**src/rtl/bitserial_sum_collector.sv**
```systemverilog
// bitserial_sum_collector: LSB-first serial-to-parallel capture with a double-buffered valid/ready result.
// Define BITSERIAL_SUM_CARRY_EN to collect one extra carry bit into cout.
module bitserial_sum_collector #(
  parameter int WIDTH = 8
) (
  input  logic             clk,
  input  logic             reset,
  input  logic             bit_in,
  input  logic             bit_valid,
  input  logic             first,
  output logic [WIDTH-1:0] sum,
  output logic             out_valid,
  input  logic             out_ready,
  output logic             busy,
  output logic             frame_err,
`ifdef BITSERIAL_SUM_CARRY_EN
  output logic             cout,
`endif
  output logic             overrun
);
`ifdef BITSERIAL_SUM_CARRY_EN
  localparam int NBITS = WIDTH + 1;
`else
  localparam int NBITS = WIDTH;
`endif
  localparam int CW = $clog2(NBITS + 1);
  typedef enum logic {IDLE, COLLECT} state_t;
  state_t          state;
  logic [CW-1:0]   count, idx;
  logic [NBITS-1:0] sh, sh_next;
  logic            start, take, done;
  always_comb begin
    start   = bit_valid && first;
    take    = bit_valid && !first && state == COLLECT;
    done    = take && count == CW'(NBITS - 1);
    idx     = start ? '0 : count;
    sh_next = start ? '0 : sh;
    for (int i = 0; i < NBITS; i++)
      if ((start || take) && i == int'(idx)) sh_next[i] = bit_in;
  end
  always_ff @(posedge clk or negedge reset) begin
    if (!reset) begin
      state     <= IDLE;
      count     <= '0;
      sh        <= '0;
      sum       <= '0;
      out_valid <= 1'b0;
      busy      <= 1'b0;
      frame_err <= 1'b0;
      overrun   <= 1'b0;
`ifdef BITSERIAL_SUM_CARRY_EN
      cout      <= 1'b0;
`endif
    end else begin
      frame_err <= start && state == COLLECT;
      if (start || take) sh <= sh_next;
      if (start) begin
        state <= COLLECT;
        count <= CW'(1);
        busy  <= 1'b1;
      end else if (done) begin
        state <= IDLE;
        count <= '0;
        busy  <= 1'b0;
      end else if (take) count <= count + CW'(1);
      // A completed frame may reuse the output slot only if it is empty or drained this cycle
      if (done && (!out_valid || out_ready)) begin
        sum       <= sh_next[WIDTH-1:0];
        out_valid <= 1'b1;
`ifdef BITSERIAL_SUM_CARRY_EN
        cout      <= sh_next[WIDTH];
`endif
      end else begin
        if (done) overrun <= 1'b1;
        if (out_valid && out_ready) out_valid <= 1'b0;
      end
    end
  end
endmodule

```
**config.mk**
```make
export PLATFORM = sky130hd
export DESIGN_NAME = bitserial_sum_collector
export DESIGN_NICKNAME = d
export VERILOG_FILES = /design/src/rtl/bitserial_sum_collector.sv
export SDC_FILE = /design/constraint.sdc
export NUM_CORES = 1
export LEC_CHECK = 0
export BUFFER_PORTS_ARGS = -buffer_cell sky130_fd_sc_hd__buf_2
export CAP_MARGIN = 20
export CORE_ASPECT_RATIO = 1.1
export CORE_UTILIZATION = 40
export CTS_CLUSTER_SIZE = 25
export DETAILED_ROUTE_END_ITERATION = 6
export SYNTH_ARGS = -nofsm -noshare
export SYNTH_HDL_FRONTEND = slang
export SYNTH_SLANG_ARGS = --single-unit
```
**constraint.sdc**
```tcl
create_clock -name clk -period 4.2 [get_ports clk]
set_input_delay 0.84 -clock clk [delete_from_list [all_inputs] [get_ports clk]]
set_output_delay 0.84 -clock clk [all_outputs]
set_load 0.05 [all_outputs]
```
## After elaboration in Yosys (flattened, before gate mapping)

Cells that the tools add are included.
Widths: inputs -> output; s select.

- Flip-flop bits (word level): 24
- Output and inout port bits: 12
- Bits of input ports: 6
- Word-level logic and storage cells: 58

- Bitwise operators: 1
- Equal/unequal tests: 8
- Mux-type cells: 17
- Add/sub/neg operators: 1
- Reductions and logical operators: 24

Operators by type and width:

| kind | count |
|---|---|
| $eq 4x4->1 const A | 4 |
| $mux 4 | 4 |
| $logic_and 1x1->1 | 15 |
| $mux 1 | 12 |
| $eq 3x4->1 const A | 2 |
| $mux 8 | 1 |
| $add 4x1->4 const B | 1 |
| $eq 2x4->1 const A | 1 |
| $eq 4x3->1 const B | 1 |
| $logic_not 4->1 | 1 |
| $reduce_bool 2->1 | 2 |
| $reduce_bool 3->1 | 1 |
| $logic_not 1->1 | 2 |
| $logic_or 1x1->1 | 2 |
| $reduce_and 2->1 | 1 |
| $not 1->1 | 1 |

## Depth between registers and ports, before layout

Gate-level depths: netlist (run 1).

- Word-level depth: 7
- Gate-level depth with buffers: 6
- Depth with buffers taken out: 4

## Worst setup path before layout (run 1)

Ideal clock, no wire load.

- Path type: in2reg
- Start: in first
- End: reg sum[0]
- Setup time: 0.125 ns
- Required time: 4.075 ns
- Cell stages on the path: 5
- Arrival: 1.883 ns
- Buffers on the path: 2
- Slack: 2.192 ns
- Cell sequence: buf_2 > nor3b_2 > and4_1 > buf_6 > mux2_4

- Longest elaborated chain between the ends: 6
- Elaborated cells on any way between the ends: 12
- Classes of those cells: 3 x mux; 9 x reduce/logical

Ends and longest elaborated chain:

| what | line | source |
|---|---|---|
| from (decl) | 10 | `input logic first,` |
| branches (longest 6 deep; another with $mux 4) | n/a |  |
| to (signal assigned) | 68 | `sum <= sh_next[WIDTH-1:0];` |
| to (decl) | 11 | `output logic [WIDTH-1:0] sum,` |

Parallel ways; which one is timed is not known.
A chain may end at the register's enable or synchronous reset.

==> results of run 1 <==
==> sequential cells by signal, summed over array words and instances (netlist names) <==
register,count
frame_err,1
sum,8
sh,8
out_valid,1
count,4
state,1
overrun,1
==> kinds of logic (layout without fill, tap and decap cells) <==
logic type,Yosys count,after routing,share of synthesized area
adder cells (fa/ha/maj),1,1,0.0101
multiplexers,12,12,0.118
AO/OA/AOI/OAI,26,26,0.147
AND/OR/NAND/NOR,32,32,0.171
buffers and inverters,13,27,0.0608
flip-flops,24,24,0.486
XOR/XNOR,1,1,0.00709
==> per-stage QoR <==
step / instance area (sq um) / instances / util / hold slack (ns) / setup slack [ns]
after floorplan: 1230 / 109 / - / 0.496 / 2.19
after global placement: 1310 / 152 / 0.459 / 0.457 / 1.91
after detailed placement: 1310 / 152 / 0.459 / 0.457 / 1.86
after CTS: 1360 / 156 / 0.477 / 0.490 / 2.17
after global routing: 1360 / 156 / 0.477 / 0.496 / 2.10
final: 1360 / 156 / 0.477 / 0.483 / 2.19
==> area by class of cell <==
class	count	area, sq um	share of cell area
clock buffers	3	22.5	0.0165
clock inverters	1	30.0	0.0221
inverters	6	22.5	0.0165
multi-input cells	72	559	0.411
flip-flops and latches	24	601	0.441
well taps	33	41.3	0.0303
repair buffers	17	85.1	0.0625
==> report_power, final <==
part	switching, mW	leakage, nW	internal, mW
clock	0.0698	0.0279	0.0965
sequential	0.0588	0.309	0.293
combinational	0.230	0.291	0.127
total	0.359	0.628	0.516
==> cell usage in the layout, fill, tap and decap left out, drive strengths merged, types with 2 or more instances in the layout <==
cell type,netlist,routed
dfrtp,24,24
buf,6,17
mux2,8,8
inv,6,6
nand2,6,6
nand3,5,5
a21oi,5,5
o21ai,4,4
mux2i,4,4
clkbuf,1,3
nor4bb,2,2
nor2,2,2
o31ai,2,2
nand2b,2,2
or3,2,2
o21bai,2,2
a21boi,2,2
a31oi,2,2
o22ai,2,2
and3,2,2
and2,2,2
==> final timing paths <==
kind / startpoint / to / slack (ns) / depth (start not counted)
min in group clk: overrun / overrun / 0.49 / 1
worst min register to register: overrun / overrun / 0.49 / 1
worst min-delay path: reset / sh[3] / 0.48 / 1
worst max-delay path: state / busy / 2.19 / 1
max in group asynchronous: reset / sum[4] / 3.36 / 1
worst max register to register: count[0] / sum[6] / 2.30 / 3
==> layer usage <==
metal | GRT usage | share of wire | up-vias
met2 | 0.251 | 0.45 | 19
met4 | 0.0821 | 0.011 | 0
met1 | 0.233 | 0.50 | 423
met3 | 0.0254 | 0.037 | 4
li1 | - | - | 426
met5 | 0 | 0 | -
==> key figures, run 1 <==
Placement
  • Gp weighted congestion: 0.811
  • Dpl hpwl: 1.63 mm
  • Port bufs: 17

Worst setup path
  • CP max-delay cell: dfrtp_1
  • CP Buf/Inv Count: 1
  • Worst Path Arrival: 1.17 ns
  • Worst Setup Start Kind: flop
  • Delay-heaviest family, CP: flip-flops
  • Data required time of the worst path: 3.36 ns
  • Worst Setup End Kind: output port
  • CP peak stage delay: 0.54 ns
  • Crit path kind: reg -> out
  • Cells along the critical path: buf_2
  • CP Max Fanout: 11

Floorplanning
  • Starting density of the core: 0.433
  • Core box area: 0.00285 sq mm
  • Die width: 55.0 microns
  • Die area: 0.00331 sq mm
  • DIE HEIGHT: 60.3 microns
  • Row count: 20
  • I/O Pins: 18

Synth
  • Synth cell count leaders: dfrtp_1, inv_1, a21oi_1, nand2_1, nand3_1
  • Syn_nets: 116
  • #FFs+latches synth: 24
  • Synthesized instance count: 109
  • Most frequent cell after synthesis: dfrtp_1
  • Ys Warns: 0
  • Number of synthesized flops with an enable pin: 0
  • Synth Cell Area: 0.00123 sq mm
  • Synth area leader: dfrtp_1
  • Ys async rst share: 1.00
  • Post-synthesis sequential area ratio: 0.486
  • Synth top area share: 0.486
  • Most used flip-flop cell after synthesis: dfrtp_1
  • Synth top area cells: dfrtp_1, mux2_4, mux2i_1
  • Syn Area/Cell: 11.3 sq um
  • Yosys cell types: 45

CTS
  • H-tree depth: 1
  • CTS Buf Count: 3
  • CTS root buf: clkbuf_4
  • Clk slew on worst S/H paths: 0.13 ns
  • Post-CTS Setup Inserts: 0
  • CTS resizes: 0
  • Bufs on Longest Clock Path: 2
  • Clk_lat worst skew: 0.32 ns
  • CTS tree: done
  • # hold bufs at CTS: 0
  • Clock sinks: 24

Layout
  • Share of cells above drive strength 1: 0.293
  • Final Net Count: 131
  • Area Overhead vs Synth: 10.2%
  • Antenna diodes: 0
  • Number of fillers in the final layout: 281

Run status
  • Status: complete, no violations

STA
  • Final hold vios: 0
  • Maximum clock frequency: 497 MHz
  • Setup violators final: 0
  • Worst Tran Pin Value: 0.541 ns
  • Final period util: 0.479
  • Max Transition Viols Final: 0
  • RSZ-0062 raised after global routing: false
  • Max_slew headroom: 0.640
  • Setup TNS: 0 ns
  • Crit path time final: 2.01 ns
  • Setup Skew: 0.00640 ns

Global route
  • Largest net degree at the start of global routing: 25
  • GR Util All Layers: 0.168
  • Initial antenna violation count: 0
  • Vias in the first global route: 843
  • Grt ovf: 0
  • Global-route wire length before repair: 3.90 mm

Run
  • Max Cap Viol: 0

Worst hold path
  • HP Class: in -> async

Routing
  • Drt total wl: 2.36 mm
  • DRT Pass-1 Iters: 4
  • Vias: 872
  • Residual DRC: 0
  • Via density: 5.59
  • Post-route ant nets: 0
  • WL/cell: 15.2 microns
  • DR iter-0 viols: 28

Pwr
  • Total power: 0.875 mW
  • Lkg Pwr: 0.628 nW
  • PD cells: 643 mW/mm^2
  • Peak supply drop: 306 uV
No activity file was read; power rests on OpenSTA's default activity.
==> inputs of run 2 (changes only) <==
- ABC_AREA: default -> 1
- clock period: 4.2 -> 1.6 ns (I/O delays scaled with it)
==> run 2 against run 1 <==
Area after synthesis is 7.0% lower. Register-to-register slack worse by 2.2 ns. First-iteration DRC count down 57%. Largest cell class unchanged. Largest power group is now sequential cells.
==> key figures, run 2 <==
Run status
  • Status: complete, no violations

Synth
  • Syn Area/Cell: 8.70 sq um
  • Synth Cell Area: 0.00115 sq mm
  • Ys async rst share: 1.00
  • Synth top area share: 0.523
  • Ys Warns: 0
  • Synthesized instance count: 132
  • Synth area leader: dfrtp_1
  • Synth top area cells: dfrtp_1, nand2_1, nand3_1
  • Most used flip-flop cell after synthesis: dfrtp_1
  • Post-synthesis sequential area ratio: 0.523
  • Yosys cell types: 21
  • #FFs+latches synth: 24
  • Number of synthesized flops with an enable pin: 0
  • Syn_nets: 139
  • Most frequent cell after synthesis: nand2_1
  • Synth cell count leaders: nand2_1, dfrtp_1, nand3_1, and2_1, inv_1

Worst setup path
  • Worst Setup Start Kind: flop
  • Delay-heaviest family, CP: simple AND/OR/NAND/NOR gates
  • Worst Setup End Kind: flop
  • CP Max Fanout: 9
  • Worst path most repeated cell: nand2_1
  • Worst Path Arrival: 1.66 ns
  • CP max-delay cell: dfrtp_1
  • CP peak stage delay: 0.45 ns
  • CP Buf/Inv Count: 1
  • Cells along the critical path: ha_1, nand2_1, nor2_1, nand2_2, nor2_8, inv_4, nand2_1, nand2_1
  • Data required time of the worst path: 1.80 ns
  • Crit path kind: reg -> reg

Global route
  • Vias in the first global route: 846
  • Grt ovf: 0
  • GR Util All Layers: 0.165
  • Global-route wire length before repair: 3.68 mm
  • Initial antenna violation count: 0
  • Largest net degree at the start of global routing: 25

Placement
  • Port bufs: 17
  • Placed cells: 182
  • Gp weighted congestion: 0.844
  • Dpl hpwl: 1.61 mm

Pwr
  • Sequential power share: 0.556
  • Clock share of power: 0.256
  • Sw power: 0.366 mW
  • Internal power: 0.872 mW
  • PD cells: 935 mW/mm^2
  • Lkg Pwr: 0.717 nW
  • Combinational power share: 0.188
  • Peak supply drop: 491 uV
  • Switch share: 0.295

Floorplanning
  • Die width: 53.1 microns
  • Starting density of the core: 0.417
  • Row count: 20
  • DIE HEIGHT: 58.2 microns
  • Die area: 0.00309 sq mm
  • Core box area: 0.00275 sq mm
  • I/O Pins: 18

STA
  • Setup Skew: 0.0153 ns
  • Crit path time final: 1.46 ns
  • Final hold vios: 0
  • RSZ-0062 raised after global routing: false
  • Max_slew headroom: 0.649
  • Setup violators final: 0
  • Maximum clock frequency: 684 MHz
  • Max Transition Viols Final: 0
  • Setup TNS: 0 ns
  • Worst Tran Pin Value: 0.527 ns
  • Final period util: 0.913

Routing
  • WL/cell: 11.6 microns
  • DR iter-0 viols: 12
  • Post-route ant nets: 0
  • Residual DRC: 0
  • DRT Pass-1 Iters: 4
  • Via density: 4.80
  • Drt total wl: 2.16 mm
  • Vias: 897

CTS
  • CTS Buf Count: 3
  • H-tree depth: 1
  • Clk_lat worst skew: 0.31 ns
  • Clock sinks: 24
  • Clk slew on worst S/H paths: 0.14 ns
  • Bufs on Longest Clock Path: 2
  • CTS tree: done
  • CTS root buf: clkbuf_4

Layout
  • Share of cells above drive strength 1: 0.208
  • Area Overhead vs Synth: 15.4%
  • Antenna diodes: 0
  • Number of fillers in the final layout: 276
  • Largest registers: sh (8), sum (8), count (4)
  • Most frequent cells in the layout: nand2_1, dfrtp_1, nand3_1, buf_2
  • Final Net Count: 162
  • Commonest non-fill, non-tap cell in the layout: nand2_1
  • Final cell count without fillers: 187

Worst hold path
  • HP Class: in -> reg

Run
  • Max Cap Viol: 0
[run 2: repair_timing]
item                                    4_1_cts  5_1_grt
buffers inserted                              0        0
hold endpoints to repair                     24        0
hold buffers                                  1        0
endpoints found under the setup margin        0        2
resized for setup                             0        1
[run 2: final timing paths]
kind	to	cells past startpoint	slack, ns	start
worst min-delay path	count[2]	3	0.32	first
max in group asynchronous	count[0]	2	0.73	reset
worst max-delay path	sum[0]	8	0.14	count[1]
worst min register to register	overrun	1	0.49	overrun
min in group asynchronous	state	2	0.49	reset
worst max register to register	sum[0]	8	0.14	count[1]
[run 2: cells by family after synthesis]
logic type | Yosys count | synth area share
compound gates | 9 | 0.0534
xor+xnor | 2 | 0.0153
fa+ha+maj | 1 | 0.0109
buf+inv | 10 | 0.0359
flops | 24 | 0.523
simple gates | 86 | 0.362
[run 2: tightest hold or removal path, stage by stage]
cell and delay (ns):
buf_2 0.12, nor2_4 0.05, o2bb2ai_1 0.12
[run 2: cell type report]
class	instances	area, sq um	share of cell area
flip-flops and latches	24	602	0.454
clock buffers	4	36.3	0.0274
multi-input cells	98	507	0.382
well taps	33	41.3	0.0312
inverters	9	36.3	0.0274
repair buffers	19	103	0.0774
[run 2: metrics by stage]
stage | hold slack, ns | cell area (sq um) | power (mW) | setup slack (ns) | util
after floorplan | 0.0244 | 1150 | 0.866 | 0.101 | -
after global placement | 0.324 | 1280 | 0.930 | 0.154 | 0.464
after detailed placement | 0.330 | 1280 | 0.932 | 0.157 | 0.464
after CTS | 0.319 | 1320 | 1.25 | 0.111 | 0.481
after global routing | 0.318 | 1330 | 1.32 | 0.00536 | 0.481
final | 0.321 | 1330 | 1.24 | 0.139 | 0.481
[run 2: per-layer routing]
metal / vias up / global-route usage / share of wire
li1: 474 / - / -
met3: 2 / 0.0236 / 0.023
met5: - / 0 / 0
met1: 410 / 0.223 / 0.49
met2: 11 / 0.262 / 0.47
met4: 0 / 0.0677 / 0.0088
[run 2: power by group through the flow]
stage                     Clock, mW  Combinational [mW]  Sequential, mW
after floorplan                   0               0.131           0.735
after detailed placement          0               0.232           0.700
after global placement            0               0.232           0.698
final                         0.316               0.233           0.689
after CTS                     0.328               0.235           0.689
after global routing          0.357               0.264           0.696
==> inputs of run 3 (changes only) <==
- CORE_ASPECT_RATIO: 1.1 -> 2
- clock period: 1.6 -> 1.7 ns (I/O delays scaled with it)
==> run 3 against run 2 <==
Register-to-register slack improved by 0.05 ns. Combinational power decreased by 3%. First-iteration DRC count increased by 67%. Via count increased by 5.6%. Worst hold slack got worse by 0.27 ns. Critical endpoint is now sum[3]. Largest cell class unchanged. Largest power group unchanged.
==> key figures, run 3 (same netlist as run 2, synthesis figures left out) <==
Global route
  • Initial antenna violation count: 0
  • Global-route wire length before repair: 4.06 mm
  • Largest net degree at the start of global routing: 25
  • GR Util All Layers: 0.186
  • Grt ovf: 0
  • Vias in the first global route: 909

Run
  • Max Cap Viol: 0

STA
  • Max Transition Viols Final: 0
  • Min setup slack post-route: 0.190 ns
  • Maximum clock frequency: 662 MHz
  • Setup TNS: 0 ns
  • RSZ-0062 raised after global routing: false
  • Final period util: 0.888
  • Worst Tran Pin Value: 0.543 ns
  • Setup Skew: 0.00248 ns
  • Setup violators final: 0
  • Final hold vios: 0
  • Max_slew headroom: 0.638
  • Crit path time final: 1.51 ns

Worst setup path
  • Data required time of the worst path: 1.86 ns
  • CP peak stage delay: 0.47 ns
  • Delay-heaviest family, CP: simple AND/OR/NAND/NOR gates
  • Worst Setup End Kind: flop
  • CP max-delay cell: dfrtp_1
  • Cells along the critical path: ha_1, nand2_1, nor2_1, nand2_2, nor2_8, inv_4, nand2_1, nand2_1
  • CP Buf/Inv Count: 1
  • Worst Path Arrival: 1.67 ns
  • Worst Setup Start Kind: flop
  • Reg-to-reg critical path startpoint: count[0]
  • CP Max Fanout: 9
  • Worst Setup SP: count[0]
  • Worst path most repeated cell: nand2_1
  • Crit path kind: reg -> reg

CTS
  • Bufs on Longest Clock Path: 2
  • Post-CTS Setup Inserts: 0
  • CTS root buf: clkbuf_8
  • H-tree depth: 1
  • CTS tree: done
  • Clk slew on worst S/H paths: 0.08 ns
  • Clk_lat worst skew: 0.26 ns
  • # hold bufs at CTS: 0
  • CTS Buf Count: 3
  • Clock sinks: 24
  • CTS resizes: 0

Placement
  • Pre-CTS WS: 0.154 ns
  • Gp weighted congestion: 0.821
  • Port bufs: 17
  • Placed Area: 0.00127 sq mm
  • Dpl hpwl: 1.76 mm

Worst hold path
  • HP Class: in -> async

Floorplanning
  • Die width: 39.9 microns
  • I/O Pins: 18
  • DIE HEIGHT: 77.8 microns
  • Row count: 27
  • Core box area: 0.00274 sq mm
  • Starting density of the core: 0.420
  • Die area: 0.00310 sq mm

Layout
  • Antenna diodes: 0
  • Share of cells above drive strength 1: 0.197
  • Most frequent cells in the layout: nand2_1, dfrtp_1, nand3_1, buf_2
  • Design area: 0.00131 sq mm
  • Largest registers: sh (8), sum (8), count (4)
  • Commonest non-fill, non-tap cell in the layout: nand2_1
  • Final Net Count: 161
  • Area Overhead vs Synth: 14.4%

Routing
  • DR iter-0 viols: 20
  • Residual DRC: 0
  • DRT Pass-1 Iters: 4
  • Vias: 947
  • Via density: 5.23
  • WL/cell: 12.9 microns
  • Post-route ant nets: 0
  • Drt total wl: 2.34 mm

Pwr
  • Peak supply drop: 471 uV
  • Total power: 1.20 mW
  • Lkg Pwr: 0.715 nW
  • PD cells: 912 mW/mm^2

Run status
  • Status: complete, no violations
run 3: changes by cell type in the layout (fill, tap and decap cells not counted), sizes merged:
cell | previous run | this run
clkbuf | 4 | 3
dlygate4sd3 | 1 | 0
run 3: path summary, 6_finish.rpt:
path,depth (start not counted),to,slack [ns]
min in group clk,3,count[2],0.40
hold reg to reg,1,overrun,0.48
setup reg to reg,8,sum[3],0.19
setup / recovery,8,sum[3],0.19
max in group asynchronous,1,count[2],1.28
hold / removal,1,frame_err,0.05
run 3: power by group:
part / internal (mW) / leakage (nW) / switching (mW)
logic: 0.0730 / 0.374 / 0.152
registers: 0.619 / 0.319 / 0.0265
clock network: 0.158 / 0.0216 / 0.169
run 3: area by class of cell:
| cell class | instances | area, sq um |
|---|---|---|
| Fill cell | 278 | 1420 |
| Sequential cell | 24 | 601 |
| Multi-Input combinational cell | 98 | 507 |
| Timing Repair Buffer | 18 | 92.6 |
| Clock buffer | 3 | 41.3 |
| Inverter | 9 | 36.3 |
| Tap cell | 29 | 36.3 |
run 3: layer usage:
metal / part of all wire / track usage / vias up
li1: - / - / 468
met4: 0.022 / 0.0828 / 0
met3: 0.028 / 0.0257 / 4
met2: 0.53 / 0.311 / 22
met1: 0.42 / 0.218 / 453
met5: 0 / 0 / -
run 3: through the flow:
stage,std cells,utilization,hold slack (ns)
after floorplan,132,-,0.0444
after global placement,178,0.465,0.350
after detailed placement,178,0.465,0.361
after CTS,181,0.480,0.0663
after global routing,181,0.480,0.0890
final,181,0.480,0.0502
